===== src/rtl/if_fetch_queue.sv =====
// Generic synchronous FIFO with a synchronous flush, used as the fetch prefetch buffer.
// Latency: a push is visible at the head on the cycle after it is written; the head reads combinationally.
// Backpressure: push_rdy drops when full and pop_vld drops when empty; flush wins over push and pop in the same cycle.
module fetch_fifo #(
    parameter int WIDTH = 64,
    parameter int DEPTH = 4
) (
    input  logic                       clk,
    input  logic                       reset_n,
    input  logic                       flush,
    input  logic                       push_vld,
    output logic                       push_rdy,
    input  logic [WIDTH-1:0]           push_dat,
    output logic                       pop_vld,
    input  logic                       pop_rdy,
    output logic [WIDTH-1:0]           pop_dat,
    output logic [$clog2(DEPTH):0]     count
);

    localparam int PW = $clog2(DEPTH);
    localparam int CW = PW + 1;

    logic [WIDTH-1:0] mem [DEPTH];
    logic [PW-1:0]    wr_ptr;
    logic [PW-1:0]    rd_ptr;
    logic [CW-1:0]    cnt;
    logic             do_push;
    logic             do_pop;

    assign push_rdy = (cnt != CW'(DEPTH));
    assign pop_vld  = (cnt != '0);
    assign do_push  = push_vld & push_rdy;
    assign do_pop   = pop_vld & pop_rdy;
    assign pop_dat  = mem[rd_ptr];
    assign count    = cnt;

    // Pointer and occupancy bookkeeping; DEPTH is a power of two so pointers wrap naturally.
    always_ff @(posedge clk or negedge reset_n) begin
        if (!reset_n) begin
            wr_ptr <= '0;
            rd_ptr <= '0;
            cnt    <= '0;
        end else if (flush) begin
            wr_ptr <= '0;
            rd_ptr <= '0;
            cnt    <= '0;
        end else begin
            if (do_push) begin
                wr_ptr <= wr_ptr + PW'(1);
            end
            if (do_pop) begin
                rd_ptr <= rd_ptr + PW'(1);
            end
            case ({do_push, do_pop})
                2'b10:   cnt <= cnt + CW'(1);
                2'b01:   cnt <= cnt - CW'(1);
                default: cnt <= cnt;
            endcase
        end
    end

    // Storage array: data only, no reset needed because occupancy gates visibility.
    always_ff @(posedge clk) begin
        if (do_push && !flush) begin
            mem[wr_ptr] <= push_dat;
        end
    end

endmodule

// Instruction fetch stage: sequential PC generation, 1-cycle imem access, DEPTH-entry prefetch queue to decode.
// Latency: request in C0, data returns in C1 and is enqueued at its end, out_valid in C2; 1 instr/cycle sustained.
// Backpressure: a fetch issues only when queue + in-flight - dequeue leaves room; redirect flushes queue and kills in-flight.
module if_fetch_queue #(
    parameter int                    ADDR_WIDTH = 32,
    parameter int                    DATA_WIDTH = 32,
    parameter int                    DEPTH      = 4,
    parameter logic [ADDR_WIDTH-1:0] RESET_PC   = '0,
    parameter logic [ADDR_WIDTH-1:0] PC_STEP    = ADDR_WIDTH'(4)
) (
    input  logic                     clk,
    input  logic                     reset_n,
    input  logic                     redirect_valid,
    input  logic [ADDR_WIDTH-1:0]    redirect_pc,
    output logic                     imem_req,
    output logic [ADDR_WIDTH-1:0]    imem_addr,
    input  logic [DATA_WIDTH-1:0]    imem_rdata,
    output logic                     out_valid,
    input  logic                     out_ready,
    output logic [ADDR_WIDTH-1:0]    out_pc,
    output logic [DATA_WIDTH-1:0]    out_instr,
    output logic [$clog2(DEPTH):0]   queue_count
);

    localparam int CW = $clog2(DEPTH) + 1;

    typedef struct packed {
        logic [ADDR_WIDTH-1:0] pc;
        logic [DATA_WIDTH-1:0] instr;
    } entry_t;

    logic [ADDR_WIDTH-1:0] fetch_pc;
    logic [ADDR_WIDTH-1:0] req_pc;
    logic                  inflight;

    logic                  deq;
    logic                  enq;
    logic                  fifo_push_rdy;
    logic [CW:0]           pending;
    logic                  credit_ok;
    entry_t                enq_dat;
    entry_t                head_dat;

    // Decode consumes the head this cycle.
    assign deq = out_valid & out_ready;

    // Slots committed after this edge: queued entries plus the returning fetch, minus the one leaving.
    // One extra bit keeps count + inflight from wrapping when the queue is full.
    assign pending   = {1'b0, queue_count} + (CW + 1)'(inflight) - (CW + 1)'(deq);
    assign credit_ok = (pending < (CW + 1)'(DEPTH));

    // No fetch while held in reset or while a redirect replaces the PC.
    assign imem_req  = reset_n & ~redirect_valid & credit_ok;
    assign imem_addr = fetch_pc;

    // A response returning in a redirect cycle belongs to the wrong path and is dropped.
    assign enq           = inflight & ~redirect_valid;
    assign enq_dat.pc    = req_pc;
    assign enq_dat.instr = imem_rdata;

    // PC generation and in-flight tracking; a redirect overrides any request.
    always_ff @(posedge clk or negedge reset_n) begin
        if (!reset_n) begin
            fetch_pc <= RESET_PC;
            req_pc   <= RESET_PC;
            inflight <= 1'b0;
        end else if (redirect_valid) begin
            fetch_pc <= redirect_pc;
            inflight <= 1'b0;
        end else begin
            inflight <= imem_req;
            if (imem_req) begin
                req_pc   <= fetch_pc;
                fetch_pc <= fetch_pc + PC_STEP;
            end
        end
    end

    fetch_fifo #(
        .WIDTH ($bits(entry_t)),
        .DEPTH (DEPTH)
    ) u_queue (
        .clk      (clk),
        .reset_n  (reset_n),
        .flush    (redirect_valid),
        .push_vld (enq & fifo_push_rdy),
        .push_rdy (fifo_push_rdy),
        .push_dat (enq_dat),
        .pop_vld  (out_valid),
        .pop_rdy  (out_ready),
        .pop_dat  (head_dat),
        .count    (queue_count)
    );

    assign out_pc    = head_dat.pc;
    assign out_instr = head_dat.instr;

endmodule


===== config.mk =====
export PLATFORM = sky130hd
export DESIGN_NAME = if_fetch_queue
export DESIGN_NICKNAME = d
export VERILOG_FILES = /design/src/rtl/if_fetch_queue.sv
export SDC_FILE = /design/constraint.sdc
export NUM_CORES = 1
export LEC_CHECK = 0
export CORE_MARGIN = 2
export CORE_UTILIZATION = 41
export CTS_BUF_LIST = sky130_fd_sc_hd__clkbuf_4 sky130_fd_sc_hd__clkbuf_8 sky130_fd_sc_hd__clkbuf_16
export DETAILED_ROUTE_END_ITERATION = 8
export GPL_ROUTABILITY_DRIVEN = 0
export PLACE_DENSITY = 0.63
export SLEW_MARGIN = 30
export SYNTH_ARGS = -nofsm -noshare
export SYNTH_HDL_FRONTEND = slang
export SYNTH_SLANG_ARGS = --single-unit

===== constraint.sdc =====
create_clock -name clk -period 4.3 [get_ports clk]
set_clock_uncertainty 0.15 [all_clocks]
set_input_delay 0.645 -clock clk [delete_from_list [all_inputs] [get_ports clk]]
set_output_delay 0.645 -clock clk [all_outputs]
set_load 0.01 [all_outputs]

==> run summary, run 1 <==
The flow ran to the end, and the final reports show no timing, DRC or antenna violations. The final cycle utilization of the critical path came out at 0.946. The max-slew violation count was 0. The post-synthesis average cell area came out at approximately 17 um^2.

Along the worst path, the maximum fanout reaches 7. The combined global-route utilization of all metal layers is 0.176. The starting utilization of the core area came out at 0.420. The library cell used most frequently in the layout, excluding fill and tap cells, is edfxtp_1. Of the post-synthesis cell area, the dominant cell type holds 0.596. The share of post-route cells with drive strength above 1 came out at 0.164. The number of setup violations in the final report is 0. The maximum number of pins on one net before global-route repair came out at just over 70.

The largest buffer count on any clock path is 3. The required arrival time at the worst endpoint came out at 3.50 ns. The clock sink count came out at 328. In the synthesized netlist the dominant register cell turns out to be edfxtp_1. The tool flagged a number of max-cap violations equal to 0.

The path class of the tightest hold or removal check is in2async. The TritonCTS clock tree is built. The remaining max-slew budget at the tightest pin is 0.547. The number of buffers inserted to repair setup after CTS is 0.

The power density of the placed cells came out at between 600 and 700 nW/um^2. Clock tree synthesis inserted a total of 36 buffers. The via count of the routed design is 7322. After clock tree synthesis, the clock-pin slew on the worst setup and hold paths is 0.06 ns. The finished layout cell area came out at 16300 um^2.

Of all flip-flops after synthesis, the portion carrying an async set or reset was 0.220. The quantity of I/O buffers inserted on ports came out at 168. The transition time at the pin with the least slew margin is between 0.6 and 0.7 ns. The number of nets in the layout came out at 1010. The half-perimeter wire length after placement came out at between 15 and 20 mm.

The fmax is between 200 and 250 MHz. The die outline area is 32900 um^2. The number of synthesized flops with an enable pin came out at 256. After synthesis, the largest family of logic cells by area is multiplexers. Among all stages on the critical path, the largest delay is contributed by clkdlybuf4s50_1. The synthesized-area fraction occupied by xor and xnor cells is 0.00873.

For this run the aggregate overflow at the end of global routing stands at 0. In this run the clock root is driven by a clkbuf_16. STA puts the critical path data arrival time at 3.27 ns. Of the total synthesized cell area, the portion taken by AND, OR, NAND and NOR gates is 0.0791.

Clock latency on the worst-skew pair, taken at its later pin, is 0.51 ns. Walking the worst path, the cells encountered are or3_1 > and2_1 > ha_1 > inv_1 > ha_1 > and3b_4 > nor4_4 > o21ai_4 > inv_2 > clkdlybuf4s50_1. The number of vias per cell after detailed routing came out at about 5.4. The mux share of post-synthesis cell area came out at 0.116.

The total nets after synthesis came out at 820. The register bit count reported by yosys is about 330. Once detail routing completed, the nets flagged for antenna violations numbered 0. The number of placed I/O pins came out at 169. The number of diodes is 0. The floorplan die height came out at 181 um. The via count of the first global-routing pass came out at 7376. Of all cell types, the one taking the most synthesized area is edfxtp_1. The routed length per placed instance came out at 21.0 um. The post-synthesis share of cell area spent on full adders, half adders and majority gates came out at 0.00931.

The width of the die is 181 um. Once placement finished, the instance area stood at between 15000 and 20000 um^2. The proportion of synthesized chip area in sequential cells came out at 0.735. The number of H-tree levels is 2. The residual DRC count is 0. The compound-cell area share of the yosys netlist was 0.0351. The area of the core came out at 30700 um^2. The number of placed instances, taps included, is 1290. In the layout the commonest cells are edfxtp_1, clkdlybuf4s50_1, nand2_1. For this block, the routed nets add up to 28.5 mm of wire. Setup repair after global routing left no endpoint under its margin.

The worst setup path is launched from a flop. The synthesis warning total is 0. The cell type with the highest occurrence count on the critical path is ha_1. In this run, post-CTS repair resized a total of 0 instances. The worst setup path is captured at an output port. The number of endpoints with negative hold slack in the final report was 0. The hold buffer count at CTS came out at 1.

The total leakage power is ~5.6 nW. The smallest hold slack is about 0.33 ns. The highest cell delay on the worst timing path came out at 0.52 ns.

The site row count is 64. In this run, distinct cell masters in the synthesized netlist total 54. The violation count after the first detailed-routing iteration is ~510. The clock period minus worst slack is between 4 and 5 ns. In the final timing run, aggregate negative setup slack is 0 ns. The maximum ir drop on the vdd rail is 660 uV. The gate count after technology mapping is 743. The first global-routing pass estimated 44.4 mm of wire. The initial antenna violation count was 0. The detailed-router iteration count before antenna repair is 5. The worst setup path is of the reg2out kind.

The post-route non-filler standard cell count is roughly 1.4k. In this run the cell area of the synthesized design comes to 12900 um^2. By area the synthesized netlist is led by edfxtp_1, dfrtp_1, mux4_2, nand2_1, o311ai_0. The layout overhead on the synthesized area is 26.4%.
-- cells by family (layout without fill, tap and decap cells) --
kind of cell | Yosys count | in the layout
AO/OA/AOI/OAI | 57 | 57
XOR/XNOR | 12 | 12
adder cells (fa/ha/maj) | 9 | 9
buffers and inverters | 49 | 266
flip-flops | 328 | 328
multiplexers | 69 | 69
AND/OR/NAND/NOR | 219 | 219
-- synth_stat cells (2+ instances only) --
cell type and count:
mux2_2 3, and3_1 2, inv_1 12, o211ai_1 9, mux4_2 64, a221o_1 4, nand3_1 21, nand4_1 8
a22oi_1 4, xnor2_1 10, o311ai_0 16, or4_1 6, nor4_1 3, a21oi_1 2, nor3b_1 2, mux2i_1 2
nand3b_1 2, a21o_1 2, o21ai_0 10, nor2b_1 2, and2_1 7, nor3_1 7, or3_1 5, nor2_1 23
buf_2 12, clkbuf_1 14, dfrtp_1 72, edfxtp_1 256, ha_1 8, and4_1 3, buf_1 7, nand2_1 123
-- worst max-delay path: cells and delay by family, from the launching register on --
family,cells,cell delay (ns)
compound gates,1,0.10
simple gates,4,1.18
buf+inv,3,0.63
flops,1,0.46
fa+ha+maj,2,0.38
-- where the power goes --
group,total [mW],internal (mW),switching (mW)
registers,4.40,3.96,0.433
logic,2.60,1.37,1.23
clock network,2.95,1.77,1.18
-- per-layer routing --
metal	track usage	wire, um	up-vias
li1	-	-	3290
met1	0.257	12800	3701
met2	0.271	13100	287
met3	0.0367	2100	44
met4	0.0449	511	0
met5	0	0	-
-- final cells by class --
class	instances	area, um^2
Clock buffer	47	1010
Clock inverter	18	140
Inverter	13	48.8
Fill cell	2514	14400
Tap cell	396	495
Multi-Input combinational cell	366	3210
Timing Repair Buffer	188	1910
Sequential cell	328	9500
-- per-stage QoR --
step | util | worst slack [ns] | total power [mW]
finish | 0.530 | 0.232 | 9.95
global placement | 0.493 | 0.489 | 7.06
floorplan | - | 0.822 | 5.81
CTS | 0.530 | 0.198 | 10.1
global route | 0.530 | 0.0907 | 10.4
detailed placement | 0.493 | 0.470 | 7.10
-- final timing paths --
check / startpoint / end / slack, ns / cells past startpoint
max in group asynchronous: reset_n / u_queue.rd_ptr[1]$_DFFE_PN0P_ / 2.77 / 3
max: u_queue.count[1]$_DFFE_PN0P_ / imem_req / 0.23 / 10
max reg2reg: u_queue.count[1]$_DFFE_PN0P_ / imem_addr[7]$_DFFE_PN0P_ / 0.79 / 11
min: reset_n / inflight$_DFF_PN0_ / 0.33 / 2
min in group clk: req_pc[31]$_DFFE_PN0P_ / u_queue.mem[2][63]$_DFFE_PP_ / 0.36 / 0
min reg2reg: req_pc[31]$_DFFE_PN0P_ / u_queue.mem[2][63]$_DFFE_PP_ / 0.36 / 0
-- sequential cells by signal, indices dropped and copies added (netlist names) --
signal / count
inflight: 1
req_pc: 32
imem_addr: 32
u_queue.mem: 256
u_queue.wr_ptr: 2
u_queue.rd_ptr: 2
u_queue.count: 3
No activity file was read; power rests on OpenSTA's default activity.
==> run 2: changes to the inputs <==
Settings changed: CORE_ASPECT_RATIO set to 0.8.
==> run summary, run 2 (synthesis gave the netlist of run 1 again) <==
The clock-pin slew on the worst setup and hold paths came out at 0.06 ns (about the same). The clock period minus worst slack is 4.10 ns (was 4.07 ns). The required arrival time at the worst endpoint came out at 3.50 ns (about the same). The half-perimeter wire length after placement came to 18.2 mm (was 17.9 mm).

The origin of the worst setup path is u_queue.count[1]$_DFFE_PN0P_ (unchanged). The number of buffers added by the clock tree synthesis step is 34 (was 36). The number of nets in the layout came out at 1006 (was 1010). Ordered cell list for the critical path: or3_1 > and2_1 > ha_1 > inv_1 > ha_1 > and3b_4 > nor4_4 > o21ai_4 > inv_2 > clkdlybuf4s50_1 (unchanged).

The area of placed instances came to 15200 um^2 (was 15100 um^2). The depth of the worst register-to-register path is 11 (unchanged). The number of endpoints with negative hold slack in the final report is 0 (unchanged).

The highest cell delay on the worst timing path came out at 0.54 ns (was 0.52 ns). The power density of the placed cells is 623 nW/um^2 (was 610 nW/um^2). The largest buffer count on any clock path was 3 (unchanged).

The TritonCTS clock tree was built (unchanged). The area of the multi-input gates is 3220 um^2 (was 3210 um^2). The width of the die was 202 um (was 181 um). The residual DRC count is 0 (unchanged). The highest fanout seen on the critical path came out at 7 (unchanged). The maximum ir drop on the vdd rail is 410 uV (was 660 uV). The number of H-tree levels came out at 2 (unchanged).

The fmax is 244 MHz (was 246 MHz). The remaining max-slew budget at the tightest pin came out at 0.421 (was 0.547). The clock share of power is 0.314 (was 0.297).

The number of diodes was 0 (unchanged). The endpoint class of the critical path was an output port (unchanged). The launching element type of the critical path is a flop (unchanged). The aggregate global routing overflow came to 0 (unchanged). The class of the tightest hold or removal check is in2reg (was in2async). The clock sink count came out at 328 (unchanged). The cell type with the highest occurrence count on the critical path is ha_1 (unchanged). The routed length per placed instance was 21.1 um (was 21.0 um). The clock latency of the later-clocked register in the worst-skew pair is 0.50 ns (was 0.51 ns). The site row count is 58 (was 64). Status: complete, no violations (unchanged).

The starting utilization of the core area came out at 0.413 (was 0.420). The via count of the routed design came out at 7335 (was 7322). The combined global-route utilization of all metal layers is 0.179 (was 0.176). The detailed-router iteration count before antenna repair is 5 (unchanged). The initial antenna violation count came out at 0 (unchanged).

The portion of total power attributed to combinational logic is 0.255 (was 0.261). The finished layout cell area came out at 16400 um^2 (was 16300 um^2). The worst setup path endpoint is imem_req (unchanged). The most common cell after layout, fill and taps aside is edfxtp_1 (unchanged). The routed wire length came to 29.0 mm (was 28.5 mm).

The floorplan die height is 163 um (was 181 um). The violation count after the first detailed-routing iteration is 482 (was 512). The final cycle utilization of the critical path came out at 0.954 (was 0.946). The antenna violation net count after detailed routing came out at 0 (unchanged). The setup total negative slack is 0 ns (unchanged). The max-capacitance violation count came out at 0 (unchanged). The arrival time of the worst setup path came out at 3.31 ns (was 3.27 ns). The maximum number of pins on one net before global-route repair came out at 68 (was 72).

The number of placed I/O pins is 169 (unchanged). The number of setup violations in the final report is 0 (unchanged). The fraction of power consumed by sequential logic was 0.432 (was 0.442). The count of filler cells inserted in the layout is 2546 (was 2514). The type of the setup path with the least slack is reg2out (unchanged). The capture point of the worst reg-to-reg path is imem_addr[7]$_DFFE_PN0P_ (unchanged). The layout overhead on the synthesized area came out at 27.4% (was 26.4%). The switching part of the total is 0.278 (was 0.286).

The master cell of the clock root buffer is clkbuf_16 (unchanged). Unrepaired setup endpoints after global routing: false (unchanged). The transition time at the pin with the least slew margin came out at 0.868 ns (was 0.679 ns).

The worst setup slack for register-to-register paths is 0.72 ns (was 0.79 ns). The flip-flop count of the largest register, all copies and words added is 256 (unchanged). The critical register-to-register path startpoint was u_queue.count[1]$_DFFE_PN0P_ (unchanged).

The quantity of I/O buffers inserted on ports came to 168 (unchanged). The max-slew violation count came to 0 (unchanged). The via count of the first global-routing pass came to 7394 (was 7376). The register area came out at 9500 um^2 (unchanged). The share of post-route cells with drive strength above 1 came out at 0.168 (was 0.164). The net switching power of the design was 2.85 mW (was 2.84 mW). The critical-path cell with the highest stage delay was clkdlybuf4s50_1 (unchanged).

The wire length of the first global-routing pass came out at 44.6 mm (was 44.4 mm). The cell-internal power came to 7.39 mW (was 7.10 mW). The number of vias per cell after detailed routing is 5.34 (was 5.40). The register with the highest flop count was u_queue.mem (unchanged).

The die outline area came out at 32900 um^2 (about the same). Commonest cells after routing, fill and taps aside: edfxtp_1, clkdlybuf4s50_1, nand2_1 (unchanged). The area of the core came to 31200 um^2 (was 30700 um^2). The total leakage power came out at 5.67 nW (was 5.63 nW).
run 2: cell types whose count changed in the layout (fill, tap and decap cells not counted), moves of 2 or more:
cell and change:
bufinv_16 +4, clkbuf_4 -5, clkbuf_8 +5, clkinv_1 -7, inv_6 -2
run 2: routing by layer:
layer,up-vias,GRT usage,share of wire
met2,299,0.272,0.46
met5,-,0,0
met1,3705,0.263,0.45
li1,3286,-,-
met3,45,0.0360,0.069
met4,0,0.0518,0.022
run 2: final cells by class:
type / instances / share of cell area
inverters: 13 / 0.00297
repair buffers: 186 / 0.115
clock inverters: 14 / 0.0135
flip-flops and latches: 328 / 0.578
multi-input cells: 366 / 0.196
well taps: 420 / 0.0320
clock buffers: 47 / 0.0632
run 2: worst min-delay path by stage:
stage | slack, ns | depth (start not counted) | end | from
2_1_floorplan | 0.20 | 0 | imem_addr[0]$_DFFE_PN0P_ | reset_n
3_3_place_gp | 0.33 | 1 | u_queue.count[1]$_DFFE_PN0P_ | reset_n
3_5_place_dp | 0.33 | 1 | u_queue.count[1]$_DFFE_PN0P_ | reset_n
4_1_cts | 0.29 | 2 | u_queue.count[0]$_DFFE_PN0P_ | redirect_valid
5_1_grt | 0.30 | 2 | u_queue.wr_ptr[1]$_DFFE_PN0P_ | redirect_valid
6_report | 0.30 | 2 | u_queue.count[0]$_DFFE_PN0P_ | redirect_valid
run 2: metrics by stage:
step | hold slack [ns] | std cells | power [mW] | utilization | setup WS, ns
detailed placement | 0.330 | 1312 | 7.13 | 0.486 | 0.416
CTS | 0.290 | 1374 | 10.4 | 0.527 | 0.177
floorplan | 0.199 | 743 | 5.81 | - | 0.822
global route | 0.300 | 1374 | 10.7 | 0.527 | 0.0174
global placement | 0.330 | 1312 | 7.08 | 0.486 | 0.475
finish | 0.298 | 1374 | 10.2 | 0.527 | 0.196
run 2: worst max-delay path: cells and delay by family (launching register included):
family                     cells  cell delay (ns)
adders and majority gates      2             0.40
buffers and inverters          3             0.65
AOI/OAI and AO/OA              1             0.11
and+or+nand+nor                4             1.19
DFF                            1             0.47
run 2: repair_timing:
action | CTS | global route
hold buffers | 1 | 0
resized for setup | 0 | 0
setup buffers | 0 | 0
hold endpoints to repair | 5 | 0
run 2: power groups by stage:
stage                     registers [mW]  clock network (mW)  logic [mW]
after floorplan                     4.27                   0        1.53
after global placement              4.47                   0        2.61
after detailed placement            4.49                   0        2.63
after CTS                           4.43                3.29        2.64
after global routing                4.49                3.43        2.82
final                               4.42                3.21        2.61
==> run 3: changes to the inputs <==
Settings changed: PLACE_DENSITY 0.63 to not set.
==> run summary, run 3 (synthesis gave the netlist of run 1 again) <==
The register area is 9500 um^2 (unchanged). The arrival time of the worst setup path is 3.24 ns (was 3.31 ns). The hold buffer count at CTS is 0 (was 1).

The antenna violation net count after detailed routing came to 0 (unchanged). The post-route core utilization is 0.523 (was 0.527). The number of vias per cell after detailed routing is 5.32 (was 5.34). The final cycle utilization of the critical path is 0.938 (was 0.954). The number of placed I/O pins is 169 (unchanged). The TritonCTS clock tree was built (unchanged).

The number of setup violations in the final report came out at 0 (unchanged). The most common cell after layout, fill and taps aside is edfxtp_1 (unchanged). The max-capacitance violation count is 0 (unchanged). The flip-flop count of the largest register, all copies and words added came out at 256 (unchanged).

The depth of the worst register-to-register path came out at 11 (unchanged). The remaining max-slew budget at the tightest pin is 0.540 (was 0.421). The aggregate global routing overflow came out at 0 (unchanged). The number of endpoints with negative hold slack in the final report came out at 0 (unchanged).

The initial antenna violation count came out at 0 (unchanged). The capture point of the worst reg-to-reg path is imem_addr[7]$_DFFE_PN0P_ (unchanged). The maximum ir drop on the vdd rail came out at 630 uV (was 410 uV). The number of diodes was 0 (unchanged).

The worst setup path endpoint is imem_req (unchanged). The critical register-to-register path startpoint was u_queue.count[1]$_DFFE_PN0P_ (unchanged). The clock sink count was 328 (unchanged). The violation count after the first detailed-routing iteration came out at 367 (was 482).

The number of buffers added by the clock tree synthesis step came to 35 (was 34). The max-slew violation count came to 0 (unchanged). The number of nets in the layout was 1007 (was 1006). Status: complete, no violations (unchanged). The wire length of the first global-routing pass is 45.0 mm (was 44.6 mm). The power density of the placed cells came out at 614 nW/um^2 (was 623 nW/um^2). The starting utilization of the core area came to 0.413 (unchanged). The routed length per placed instance came out at 21.1 um (about the same). The residual DRC count is 0 (unchanged).

The via count of the routed design is 7304 (was 7335). The origin of the worst setup path is u_queue.count[1]$_DFFE_PN0P_ (unchanged). The count of filler cells inserted in the layout came out at 2578 (was 2546). The floorplan die height is 163 um (unchanged). The die outline area came out at 32900 um^2 (unchanged). The type of the setup path with the least slack is reg2out (unchanged).

The clock latency of the later-clocked register in the worst-skew pair came out at 0.50 ns (about the same). The total leakage power is 5.62 nW (was 5.67 nW). The via count of the first global-routing pass is 7571 (was 7394).

The area of the core came out at 31200 um^2 (unchanged). Commonest cells after routing, fill and taps aside: edfxtp_1, clkdlybuf4s50_1, nand2_1 (unchanged). The half-perimeter wire length after placement is 18.2 mm (about the same). The combined global-route utilization of all metal layers came out at 0.180 (was 0.179). The layout overhead on the synthesized area came to 26.4% (was 27.4%).

Unrepaired setup endpoints after global routing: false (unchanged). The fmax came out at 248 MHz (was 244 MHz). The required arrival time at the worst endpoint is 3.50 ns (about the same). The transition time at the pin with the least slew margin came out at 0.689 ns (was 0.868 ns).

The setup total negative slack came out at 0 ns (unchanged). The share of post-route cells with drive strength above 1 came out at 0.168 (about the same). The endpoint class of the critical path is an output port (unchanged). The final total power came out at 10.0 mW (was 10.2 mW). The largest buffer count on any clock path is 3 (unchanged).

The smallest hold slack is 0.158 ns (was 0.298 ns). The width of the die came to 202 um (unchanged). The area of the multi-input gates was 3210 um^2 (was 3220 um^2). The maximum number of pins on one net before global-route repair is 73 (was 68). The quantity of I/O buffers inserted on ports came out at 168 (unchanged). The routed wire length came out at 28.9 mm (was 29.0 mm). The site row count is 58 (unchanged). The number of H-tree levels came to 2 (unchanged). The clock period minus worst slack is 4.03 ns (was 4.10 ns).

The number of buffers inserted to repair setup after CTS came out at 0 (unchanged). The post-CTS resize count is 0 (unchanged). The clock-pin slew on the worst setup and hold paths is 0.06 ns (about the same). The register with the highest flop count is u_queue.mem (unchanged). The detailed-router iteration count before antenna repair is 5 (unchanged). The highest fanout seen on the critical path is 7 (unchanged).

The launching element type of the critical path is a flop (unchanged). The master cell of the clock root buffer is clkbuf_16 (unchanged). The class of the tightest hold or removal check is in2async (was in2reg). The worst setup slack for register-to-register paths is 0.82 ns (was 0.72 ns).
-- run 3: cell types whose count changed in the layout (fill, tap and decap cells not counted), moves of 2 or more --
cell       change
clkbuf_4       +6
clkbuf_8       -4
bufinv_16      -2
clkbuf_16      -2
-- run 3: power by group --
group	internal, mW	leakage [nW]	switching, mW
clock network	1.84	0.572	1.17
logic	1.38	1.83	1.22
registers	3.96	3.22	0.437
-- run 3: area by class of cell --
class,count,share of cell area
repair buffers,186,0.115
flip-flops and latches,328,0.582
clock buffers,47,0.0600
inverters,13,0.00299
well taps,420,0.0322
multi-input cells,366,0.197
clock inverters,13,0.0105
-- run 3: worst min-delay path by stage --
stage	cells past startpoint	startpoint	end	slack (ns)
global placement	0	req_pc[20]$_DFFE_PN0P_	u_queue.mem[2][52]$_DFFE_PP_	0.36
floorplan	0	reset_n	imem_addr[0]$_DFFE_PN0P_	0.20
CTS	2	reset_n	req_pc[14]$_DFFE_PN0P_	0.32
global route	2	reset_n	imem_addr[14]$_DFFE_PN0P_	0.22
finish	2	reset_n	imem_addr[16]$_DFFE_PN0P_	0.16
detailed placement	0	req_pc[20]$_DFFE_PN0P_	u_queue.mem[1][52]$_DFFE_PP_	0.36
-- run 3: layer usage --
layer	part of all wire	vias up	global-route usage
met5	0	-	0
met2	0.44	251	0.273
li1	-	3279	-
met3	0.071	44	0.0394
met1	0.47	3730	0.267
met4	0.018	0	0.0435
-- run 3: critical path, cell delays in order (launching register included) --
cell             delay (ns)
dfrtp_1                0.45
or3_1                  0.43
and2_1                 0.19
ha_1                   0.17
inv_1                  0.05
ha_1                   0.21
and3b_4                0.20
nor4_4                 0.36
o21ai_4                0.10
inv_2                  0.06
clkdlybuf4s50_1        0.53
-- run 3: metrics by stage --
step | area, um^2 | worst slack, ns | instances
after floorplan | 12900 | 0.822 | 743
after global placement | 15200 | 0.479 | 1313
after detailed placement | 15200 | 0.467 | 1313
after CTS | 16300 | 0.236 | 1373
after global routing | 16300 | 0.0793 | 1373
final | 16300 | 0.268 | 1373
